===== src/rtl/store_demux_pkg.sv =====
// store_demux_pkg: constants and types shared by the store-side demux and the
// load-side IO read mux.
//   - Region codes decoded from address bits [31:28]
//   - Full byte addresses of the memory-mapped IO registers
//   - UART one-entry transmit buffer state
//   - Region hit helpers used by the write-enable decode
package store_demux_pkg;

   localparam logic [3:0]  REGION_DMEM  = 4'b0001;
   localparam logic [3:0]  REGION_IMEM  = 4'b0010;
   localparam logic [3:0]  REGION_BOTH  = 4'b0011;
   localparam logic [3:0]  REGION_IO    = 4'b1000;

   localparam logic [31:0] ADDR_UART_TX = 32'h8000_0008;
   localparam logic [31:0] ADDR_CNT_RST = 32'h8000_0018;

   typedef enum logic {
      BUF_EMPTY = 1'b0,
      BUF_FULL  = 1'b1
   } buf_state_e;

   function automatic logic hits_dmem(input logic [3:0] region);
      return (region == REGION_DMEM) || (region == REGION_BOTH);
   endfunction

   function automatic logic hits_imem(input logic [3:0] region);
      return (region == REGION_IMEM) || (region == REGION_BOTH);
   endfunction

endpackage


===== src/rtl/store_demux_uart_tx_buffer.sv =====
// uart_tx_buffer: one-entry holding register between the CPU store path and
// the UART transmitter.
//   clk, rst      : core clock, synchronous active-high reset
//   i_store       : a UART data store (valid, UART address, lane 0 enabled)
//   i_data        : byte carried by that store
//   i_ready       : transmitter takes the held byte at this edge
//   o_data        : held byte
//   o_valid       : buffer holds a byte
//   o_stall       : store cannot be taken this cycle
module uart_tx_buffer
   import store_demux_pkg::*;
(
   input  logic       clk,
   input  logic       rst,
   input  logic       i_store,
   input  logic [7:0] i_data,
   input  logic       i_ready,
   output logic [7:0] o_data,
   output logic       o_valid,
   output logic       o_stall
);

   buf_state_e r_state;
   logic [7:0] r_data;

   // A full buffer that is draining this edge can take the new byte, so the
   // store only stalls when the transmitter is not ready.
   assign o_stall = i_store & (r_state == BUF_FULL) & ~i_ready;
   assign o_valid = (r_state == BUF_FULL);
   assign o_data  = r_data;

   always_ff @(posedge clk) begin
      if (rst) begin
         r_state <= BUF_EMPTY;
         r_data  <= 8'h00;
      end else begin
         case (r_state)
            BUF_EMPTY: begin
               if (i_store) begin
                  r_data  <= i_data;
                  r_state <= BUF_FULL;
               end
            end
            BUF_FULL: begin
               if (i_ready) begin
                  if (i_store) begin
                     r_data <= i_data;
                  end else begin
                     r_state <= BUF_EMPTY;
                  end
               end
            end
            default: r_state <= BUF_EMPTY;
         endcase
      end
   end

endmodule


===== src/rtl/store_demux.sv =====
// store_demux: decodes one CPU store onto DMEM, IMEM, the UART transmit buffer
// or the counter-reset register, and owns the cycle / retired-instruction
// counters read back by the load side.
//   clk, rst              : core clock, synchronous active-high reset
//   st_valid/addr/data/be : store request from the MEM stage (lane-aligned)
//   pc_bios               : store issued from BIOS; gates IMEM writes
//   instr_retire          : one instruction retires this cycle
//   dmem_we, imem_we      : byte write enables (same cycle as the store)
//   mem_addr, mem_din     : shared word address and data for DMEM/IMEM
//   uart_tx_*             : valid/ready byte stream toward the UART
//   stall                 : store not taken; CPU holds st_* next cycle
//   cycle_count           : free-running cycle counter
//   instr_count           : retired-instruction counter
module store_demux
   import store_demux_pkg::*;
(
   input  logic        clk,
   input  logic        rst,
   input  logic        st_valid,
   input  logic [31:0] st_addr,
   input  logic [31:0] st_data,
   input  logic [3:0]  st_be,
   input  logic        pc_bios,
   input  logic        instr_retire,
   output logic [3:0]  dmem_we,
   output logic [3:0]  imem_we,
   output logic [13:0] mem_addr,
   output logic [31:0] mem_din,
   output logic [7:0]  uart_tx_data,
   output logic        uart_tx_valid,
   input  logic        uart_tx_ready,
   output logic        stall,
   output logic [31:0] cycle_count,
   output logic [31:0] instr_count
);

   logic [3:0]  w_region;
   logic        w_uart_store;
   logic        w_cnt_rst;
   logic [31:0] r_cycle_count;
   logic [31:0] r_instr_count;

   assign w_region = st_addr[31:28];
   assign mem_addr = st_addr[15:2];
   assign mem_din  = st_data;

   // st_be = 0 yields zero enables naturally; no separate gate needed.
   assign dmem_we = (st_valid && hits_dmem(w_region)) ? st_be : 4'b0000;
   assign imem_we = (st_valid && hits_imem(w_region) && pc_bios) ? st_be : 4'b0000;

   // IO registers match on the full byte address; other IO offsets fall through.
   assign w_uart_store = st_valid && (st_addr == ADDR_UART_TX) && st_be[0];
   assign w_cnt_rst    = st_valid && (st_addr == ADDR_CNT_RST) && (st_be != 4'b0000);

   uart_tx_buffer u_uart_tx_buffer (
      .clk     (clk),
      .rst     (rst),
      .i_store (w_uart_store),
      .i_data  (st_data[7:0]),
      .i_ready (uart_tx_ready),
      .o_data  (uart_tx_data),
      .o_valid (uart_tx_valid),
      .o_stall (stall)
   );

   // Counter-reset store overrides that cycle's increment; both wrap naturally.
   always_ff @(posedge clk) begin
      if (rst || w_cnt_rst) begin
         r_cycle_count <= 32'd0;
         r_instr_count <= 32'd0;
      end else begin
         r_cycle_count <= r_cycle_count + 32'd1;
         r_instr_count <= r_instr_count + {31'd0, instr_retire};
      end
   end

   assign cycle_count = r_cycle_count;
   assign instr_count = r_instr_count;

endmodule


===== config.mk =====
export PLATFORM = sky130hd
export DESIGN_NAME = store_demux
export DESIGN_NICKNAME = d
export VERILOG_FILES = /design/src/rtl/store_demux_pkg.sv /design/src/rtl/store_demux_uart_tx_buffer.sv /design/src/rtl/store_demux.sv
export SDC_FILE = /design/constraint.sdc
export NUM_CORES = 1
export LEC_CHECK = 0
export BUFFER_PORTS_ARGS = -buffer_cell sky130_fd_sc_hd__buf_2
export CORE_MARGIN = 1.5
export CORE_UTILIZATION = 49
export DETAILED_ROUTE_END_ITERATION = 10
export PLACE_DENSITY = 0.94
export SYNTH_ARGS = -nofsm -noshare
export SYNTH_HDL_FRONTEND = slang
export SYNTH_HIERARCHICAL = 1
export SYNTH_SLANG_ARGS = --single-unit

===== constraint.sdc =====
create_clock -name clk -period 4.3 [get_ports clk]
set_input_delay 0.86 -clock clk [delete_from_list [all_inputs] [get_ports clk]]
set_output_delay 0.86 -clock clk [all_outputs]
set_load 0.02 [all_outputs]

==> out/qor.txt, run 1 <==
outcome: finished, final reports clean
Clock power frac: 36.6%
CTS clk-pin slew, worst paths: 0.07 ns
clk_skew: 0.00931 ns
worst min-delay path class: reg -> reg
Fin Setup TNS: 0 ns
number of flops mapped to enable cells by yosys: 0
chip width: 91.0 microns
cells resized by post-CTS repair: 0
Int Pwr: 0.000939 W
I/O pins: 202
Final setup viols: 0
max-slew violation count: 0
Max-Cap Viols: 0
largest net degree at the start of global routing: 65
final wirelength: 9320 microns
Core Rows: 31
Cells after Synth: 433
FF-to-FF End: instr_count[14]
actual slew at the worst max-slew pin: 0.730 ns
initial antenna violation count: 0
Synth cell types: 43
first-pass GRT wire length: 15200 microns
Power Density: 277 mW/mm^2
Top FF cell, synth: dfxtp_1
via count: 3426
largest area contributor in the netlist: dfxtp_1
global route total overflow: 0
CP Capture Type: output pin
syn_area_per_cell: 8.76 sq um
Final Hold Fails: 0
reg2reg start: instr_count[0]
RSZ-0062 raised after global routing: no
vias in the first global route: 3279
Final HPWL DP: 7160 microns
Rel. slew slack: 51.2%
Hold EP: u_uart_tx_buffer/o_data[0]
switching share of power: 23.7%
setup bufs post-CTS: 0
TritonRoute pass-1 iters: 4
post-synthesis sequential area ratio: 38.5%
average wire per standard cell: 14.5 microns
FF+latch count, synth: 73
Worst R2R Path Depth: 7
cts bufs inserted: 9
top cell type's share of synthesized area: 38.5%
LEAKAGE: 1.97 nW
Hold Buf Count CTS: 0
clk root buf: clkbuf_8
Post-Layout Cell Count: 644
RePlAce Congestion: 0.880
reg2reg setup slack: 2.29 ns
WHS Path Cells: 2
fraction of registers with async set/reset: 0%
total instance count after detailed placement: 629
WS Path Type: in -> out
Startpoint Class: input port
Critical Path RT: 3.44 ns
clock tree buffer depth: 2
Nets: 618
starting density of the core: 51.4%
maximum VDD drop: 0.120 mV
Post-DRT Antenna Nets: 0
routed vias/inst: 5.32
Layout area overhead: 17.3%
Tmin final: 3.29 ns
core region area: 0.00737 sq mm
CTS H-tree depth: 3
Switch Pwr: 0.000292 W
Comb power frac: 7.8%
number of I/O port buffers: 153
yosys warns: 6
Synth Cell Area: 0.00379 sq mm
clock sink count: 73
top cells by area, synth: dfxtp_1 39%, buf_4 9.1%, xor2_1 8.1%
Tot Pwr: 0.00123 W
CTS tree: yes
most common library cells after synthesis: 73 x dfxtp_1, 67 x nor2_1, 46 x buf_4, 35 x xor2_1, 27 x nand4_1
Ant. Diodes: 0
GRT Overall Usage: 22.6%
fmax: 304 MHz
CP Max Fanout: 3
drt first-iter violations: 158
critical path arrival: 2.43 ns
DRC: 0
count leader, synth: dfxtp_1
HP Start: u_uart_tx_buffer/o_data[0]
Worst-Skew Late Latency: 0.33 ns
die span in y: 91.0 microns
Tcrit/Tclk final: 76.6%
die area: 0.00827 sq mm
Reg power frac: 55.6%
share of cells above drive strength 1: 33.2%
Mapped Nets: 510
==> stage by stage <==
| stage | instance area [sq um] | hold slack [ns] | worst slack (ns) | util, % |
|---|---|---|---|---|
| 6_report | 4450 | 0.481 | 1.01 | 60.4 |
| 5_1_grt | 4450 | 0.496 | 0.829 | 60.4 |
| 4_1_cts | 4450 | 0.479 | 1.00 | 60.4 |
| 3_5_place_dp | 4290 | 0.468 | 0.999 | 58.1 |
| 3_3_place_gp | 4290 | 0.454 | 1.09 | 58.1 |
| 2_1_floorplan | 3790 | 0.529 | 1.48 | - |
==> cell type report <==
type | count | area, sq um
clock buffer | 12 | 145
tap | 99 | 124
clock inverter | 3 | 17.5
sequential | 73 | 1460
fill | 673 | 2920
timing repair buffer | 154 | 773
multi-input combinational | 295 | 1900
inverter | 8 | 30.0
==> cells by family (layout without fill, tap and decap cells) <==
kind of cell               after synthesis  in the layout  share of synthesized area (%)
and+or+nand+nor                        216            216                           31.9
xor gates and xnor gates                54             54                           12.5
DFF                                     73             73                           38.5
muxes                                    8              8                           2.11
buffers and inverters                   65            177                           11.4
AOI/OAI and AO/OA                       14             14                           2.54
adders and majority gates                3              3                          0.990
==> critical path, stage by stage <==
cell     delay (ns)
buf_2          0.11
nor4_1         0.30
nand4_1        0.25
nor4b_1        0.51
and2_2         0.24
buf_2          0.16
==> power groups by stage <==
stage          Sequential [W]  Clock (W)  Combinational [W]
2_1_floorplan        0.000705          0          0.0000894
3_3_place_gp         0.000700          0          0.0000932
3_5_place_dp         0.000700          0          0.0000957
4_1_cts              0.000684   0.000466          0.0000961
5_1_grt              0.000685   0.000502           0.000103
6_report             0.000684   0.000451          0.0000958
==> worst max-delay path by stage <==
| stage | cells after the start | slack, ns | start | endpoint |
|---|---|---|---|---|
| floorplan | 4 | 1.48 | st_addr[22] | stall |
| global placement | 6 | 1.09 | st_addr[28] | stall |
| detailed placement | 6 | 1.0 | st_addr[28] | stall |
| CTS | 6 | 1.00 | st_addr[28] | stall |
| global route | 6 | 0.83 | st_addr[14] | stall |
| finish | 6 | 1.01 | st_addr[28] | stall |
==> state kept, by name, summed over array words and instances, names as in the netlist <==
| name | cells |
|---|---|
| instr_count | 32 |
| cycle_count | 32 |
| u_uart_tx_buffer/o_valid | 1 |
| u_uart_tx_buffer/o_data | 8 |
==> per-layer routing <==
metal	vias up	routed length [microns]	global-route usage (%)
met2	145	4800	40.7
met3	24	601	4.77
li1	1656	-	-
met4	0	221	11.1
met1	1601	3700	24.9
met5	-	0	0
==> cells in the final DEF, fill, tap and decap left out, types with 2 or more instances in the layout <==
master and count:
nand3_1 23, nor4b_1 5, nor2_1 67, nor4_1 11, and3_1 6, nor3_1 6
a21oi_1 5, nand4_1 27, buf_2 153, nand2_1 19, inv_1 8, xnor2_1 19
clkbuf_8 10, mux2i_1 8, or3_1 5, o21ai_0 5, clkbuf_1 2, and2_1 10
nand2b_1 16, clkinv_2 2, and4_1 7, dfxtp_1 73, xor2_1 35, ha_1 3
Note: power is estimated with default switching activity, not from simulation.
==> run 2: changes to the inputs <==
- CORE_UTILIZATION: 49 -> 45
- PLACE_DENSITY: 0.94 -> 0.88
- clock period: 4.3 -> 3.2 ns (I/O delays scaled with it)
==> run 2 against run 1 <==
Via count shrank 0.47%. Register-to-register slack lost 1.2 ns. Sequential cell count unchanged. Highest routed layer unchanged. Critical path depth stayed put. Critical path type unchanged. Clock power is 48% higher. Largest power group unchanged. Final area rose by 0.87%. Count of clock-buffer cells in the layout rose by 1.
==> out/qor.txt, run 2 (synthesis results as in run 1) <==
outcome: finished, final reports clean
Worst-Skew Late Latency: 0.33 ns
die span in y: 94.8 microns
RePlAce Congestion: 0.950
Power Density: 382 mW/mm^2
FF-to-FF End: instr_count[14]
final setup margin: 0.316 ns
clock sink count: 73
reg2reg start: instr_count[0]
Final setup viols: 0
starting density of the core: 46.4%
Tcrit/Tclk final: 90.1%
Startpoint Class: input port
Final HPWL DP: 7050 microns
CP Max Fanout: 3
CTS H-tree depth: 3
chip width: 94.8 microns
Post-Layout Cell Count: 650
reg2reg setup slack: 1.11 ns
LEAKAGE: 1.98 nW
Rel. slew slack: 44.3%
Final Hold Fails: 0
global route total overflow: 0
drt first-iter violations: 226
Ant. Diodes: 0
pre-CTS setup slack: 0.348 ns
Hold Buf Count CTS: 0
CP Cell Sequence: buf_2 > nor4b_1 > nand4_1 > nor4b_1 > and2_2 > buf_2
Fin Setup TNS: 0 ns
initial antenna violation count: 0
number of I/O port buffers: 153
clk_skew: 0.0120 ns
setup bufs post-CTS: 0
actual slew at the worst max-slew pin: 0.832 ns
Post-DRT Antenna Nets: 0
Layout area overhead: 18.3%
delay-heaviest family, CP: simple AND/OR/NAND/NOR gates
switching share of power: 23.8%
most common library cell in the layout ignoring fill and taps: buf_2
Int Pwr: 0.00131 W
RSZ-0062 raised after global routing: no
CTS clk-pin slew, worst paths: 0.06 ns
worst min-delay path class: reg -> reg
cells resized by post-CTS repair: 0
Clock power frac: 38.8%
Comb power frac: 7.6%
cts bufs inserted: 9
Reg power frac: 53.6%
via count: 3410
die area: 0.00898 sq mm
vias in the first global route: 3152
share of cells above drive strength 1: 33.4%
Critical Path RT: 2.56 ns
TritonRoute pass-1 iters: 4
average wire per standard cell: 14.2 microns
Tmin final: 2.88 ns
total instance count after detailed placement: 635
WS Path Type: in -> out
Worst R2R Path Depth: 7
fmax: 347 MHz
Nets: 618
critical path arrival: 2.24 ns
first-pass GRT wire length: 14300 microns
Switch Pwr: 0.000409 W
clock tree buffer depth: 2
CP Capture Type: output pin
I/O pins: 202
final wirelength: 9220 microns
most frequent cells in the layout: 153 x buf_2, 73 x dfxtp_1, 67 x nor2_1, 35 x xor2_1, 27 x nand4_1
Crit path depth: 6
routed vias/inst: 5.25
DRC: 0
worst setup path end: stall
clk root buf: clkbuf_8
worst setup path startpoint: st_addr[30]
highest-delay cell along the critical path: nor4b_1
Largest stage delay, worst path: 0.49 ns
maximum VDD drop: 0.185 mV
Max-Cap Viols: 0
largest net degree at the start of global routing: 65
Core Rows: 33
GRT Overall Usage: 20.2%
CP bufs+invs: 2
core region area: 0.00818 sq mm
fill cell count: 758
CTS tree: yes
max-slew violation count: 0
-- run 2: cell type report --
| type | count | area (sq um) | share of cell area [%] |
|---|---|---|---|
| Tap cell | 105 | 131 | 2.93 |
| Multi-Input combinational cell | 295 | 1900 | 42.3 |
| Clock inverter | 2 | 12.5 | 0.279 |
| Timing Repair Buffer | 154 | 786 | 17.5 |
| Sequential cell | 73 | 1460 | 32.6 |
| Inverter | 8 | 30.0 | 0.669 |
| Clock buffer | 13 | 169 | 3.76 |
-- run 2: worst min-delay path, delay by kind of cell, from the launching register on --
kind             cells  cell delay (ns)
flip-flops           1             0.31
multiplexers         1             0.06
AND/OR/NAND/NOR      1             0.06
-- run 2: power by group through the flow --
| stage | combinational [W] | sequential [W] | clock [W] |
|---|---|---|---|
| floorplan | 0.000120 | 0.000947 | 0 |
| global placement | 0.000128 | 0.000940 | 0 |
| detailed placement | 0.000131 | 0.000940 | 0 |
| CTS | 0.000131 | 0.000919 | 0.000689 |
| global route | 0.000141 | 0.000920 | 0.000729 |
| finish | 0.000130 | 0.000919 | 0.000666 |
-- run 2: metal layers --
| layer | up-vias | part of all wire, % | track usage, % |
|---|---|---|---|
| met4 | 0 | 1.6 | 8.83 |
| li1 | 1652 | - | - |
| met1 | 1585 | 39 | 23.3 |
| met2 | 151 | 53 | 36.3 |
| met3 | 22 | 6.8 | 3.62 |
| met5 | - | 0 | 0 |
-- run 2: worst min-delay path by stage --
| stage | to | cells past startpoint | start |
|---|---|---|---|
| after floorplan | cycle_count[0] | 1 | cycle_count[0] |
| after global placement | cycle_count[0] | 1 | cycle_count[0] |
| after detailed placement | u_uart_tx_buffer/o_data[1] | 2 | u_uart_tx_buffer/o_data[1] |
| after CTS | u_uart_tx_buffer/o_data[0] | 2 | u_uart_tx_buffer/o_data[0] |
| after global routing | u_uart_tx_buffer/o_data[0] | 2 | u_uart_tx_buffer/o_data[0] |
| final | u_uart_tx_buffer/o_data[0] | 2 | u_uart_tx_buffer/o_data[0] |
-- run 2: through the flow --
step	hold slack (ns)	instance area (sq um)	total power, W	util (%)
3_5_place_dp	0.469	4310	0.00107	52.7
3_3_place_gp	0.453	4310	0.00107	52.7
2_1_floorplan	0.529	3790	0.00107	-
5_1_grt	0.504	4490	0.00179	54.9
4_1_cts	0.481	4490	0.00174	54.9
6_report	0.476	4490	0.00172	54.9
==> run 3: changes to the inputs <==
- CORE_UTILIZATION: 45 -> 41
- PLACE_DENSITY: 0.88 -> 0.85
- clock period: 3.2 -> 2.5 ns (I/O delays scaled with it)
==> run 3 against run 2 <==
Cell count rose by 1.4%. Final area rose by 1.1%. Global-route usage fell by 1.4 points. Largest power group unchanged. Sequential cell count did not move. Critical path type unchanged.
==> out/qor.txt, run 3 (synthesis results as in run 1) <==
LEAKAGE: 2.01 nW
Tmin final: 2.37 ns
CTS clk-pin slew, worst paths: 0.07 ns
Post-DRT Antenna Nets: 0
drt first-iter violations: 103
clk_skew: 0.0114 ns
WHS Path Cells: 3
TritonRoute pass-1 iters: 5
crit-path most repeated cell: buf_2
CP Max Fanout: 3
total instance count after detailed placement: 643
routed vias/inst: 5.20
clk root buf: clkbuf_8
starting density of the core: 42.8%
Post-Layout Cell Count: 659
Fin Hold WS: 0.434 ns
max-slew violation count: 0
core region area: 0.00885 sq mm
Worst R2R Path Depth: 6
RSZ-0062 raised after global routing: no
vias in the first global route: 3230
Tot Pwr: 0.00221 W
Max-Cap Viols: 0
actual slew at the worst max-slew pin: 0.610 ns
Final Hold Fails: 0
maximum VDD drop: 0.235 mV
die area: 0.00983 sq mm
I/O pins: 202
CP Cell Sequence: buf_2 > nor4b_1 > nand4_1 > nor4b_2 > buf_4 > and2_2 > buf_2
via count: 3426
Power Density: 487 mW/mm^2
RePlAce Congestion: 0.896
Ant. Diodes: 0
die span in y: 99.2 microns
clock tree buffer depth: 2
Tcrit/Tclk final: 94.8%
Worst-Skew Late Latency: 0.33 ns
Largest stage delay, worst path: 0.36 ns
global route total overflow: 0
critical path arrival: 1.87 ns
first-pass GRT wire length: 15000 microns
GRT Overall Usage: 18.8%
highest-delay cell along the critical path: nor4b_1
most common library cell in the layout ignoring fill and taps: buf_2
average wire per standard cell: 14.0 microns
fmax: 422 MHz
DRC: 0
Core Rows: 34
largest net degree at the start of global routing: 65
Final setup viols: 0
Rel. slew slack: 58.8%
Nets: 624
most frequent cells in the layout: 153 x buf_2, 73 x dfxtp_1, 67 x nor2_1, 35 x xor2_1, 27 x nand4_1
number of I/O port buffers: 153
clock sink count: 73
final wirelength: 9200 microns
CTS H-tree depth: 3
chip width: 99.2 microns
share of cells above drive strength 1: 34.1%
outcome: finished, final reports clean
CTS tree: yes
Critical Path RT: 2.00 ns
Final HPWL DP: 7020 microns
cts bufs inserted: 9
WS Path Type: in -> out
fill cell count: 845
Startpoint Class: input port
CP Capture Type: output pin
worst min-delay path class: in -> reg
Layout area overhead: 19.7%
initial antenna violation count: 0
[run 3: cell count changes in the layout (fill, tap and decap cells not counted)]
cell        previous run  this run
nor4b_1                5         4
clkinv_2               1         3
nor4b_2                0         1
clkbuf_1               1         2
clkbuf_8              12         9
clkinvlp_4             1         0
buf_4                  0         6
bufinv_16              0         1
[run 3: path summary, 6_finish.rpt]
kind / from / endpoint / slack, ns
setup / recovery: st_addr[0] / stall / 0.13
hold / removal: st_data[6] / u_uart_tx_buffer/o_data[6] / 0.43
setup reg to reg: cycle_count[0] / cycle_count[30] / 0.45
hold reg to reg: u_uart_tx_buffer/o_data[1] / u_uart_tx_buffer/o_data[1] / 0.48
[run 3: final cells by class]
cell class / instances / area (sq um) / share of cell area, %
Inverter: 8 / 30.0 / 0.662
Clock buffer: 11 / 131 / 2.90
Clock inverter: 4 / 45.0 / 0.993
Timing Repair Buffer: 160 / 831 / 18.3
Tap cell: 108 / 135 / 2.98
Multi-Input combinational cell: 295 / 1900 / 41.9
Sequential cell: 73 / 1460 / 32.2
[run 3: power by group]
part	leakage (nW)	total, W	switching [W]	internal [W]
Sequential	0.589	0.00118	0.00000752	0.00117
Combinational	1.33	0.000167	0.0000996	0.0000676
Clock	0.0929	0.000866	0.000414	0.000452
[run 3: worst max-delay path: cells and delay by family]
family                 cells  cell delay (ns)
buffers and inverters      3             0.41
and+or+nand+nor            4             0.95
[run 3: layer usage]
layer	GRT usage [%]	share of wire [%]	up-vias
met1	21.3	40	1591
met2	33.8	51	150
met4	8.67	2.6	0
li1	-	-	1661
met5	0	0	-
met3	4.22	6.9	24
[run 3: repair_timing]
item / in CTS / in global routing
resized for setup: 1 / 0
hold buffers: 0 / 0
endpoints found under the setup margin: 1 / 1
gates cloned: 0 / 0
pin swaps: 0 / 1
setup buffers: 0 / 1
[run 3: metrics by stage]
stage	setup WS, ns	utilization (%)	cell area (sq um)	setup TNS, ns
after global placement	0.000310	49.1	4350	0
after global routing	0.0481	51.3	4540	0
final	0.129	51.3	4540	0
after CTS	0.0533	51.2	4530	0
after floorplan	0.405	-	3790	0
after detailed placement	-0.0340	49.1	4350	-0.0340
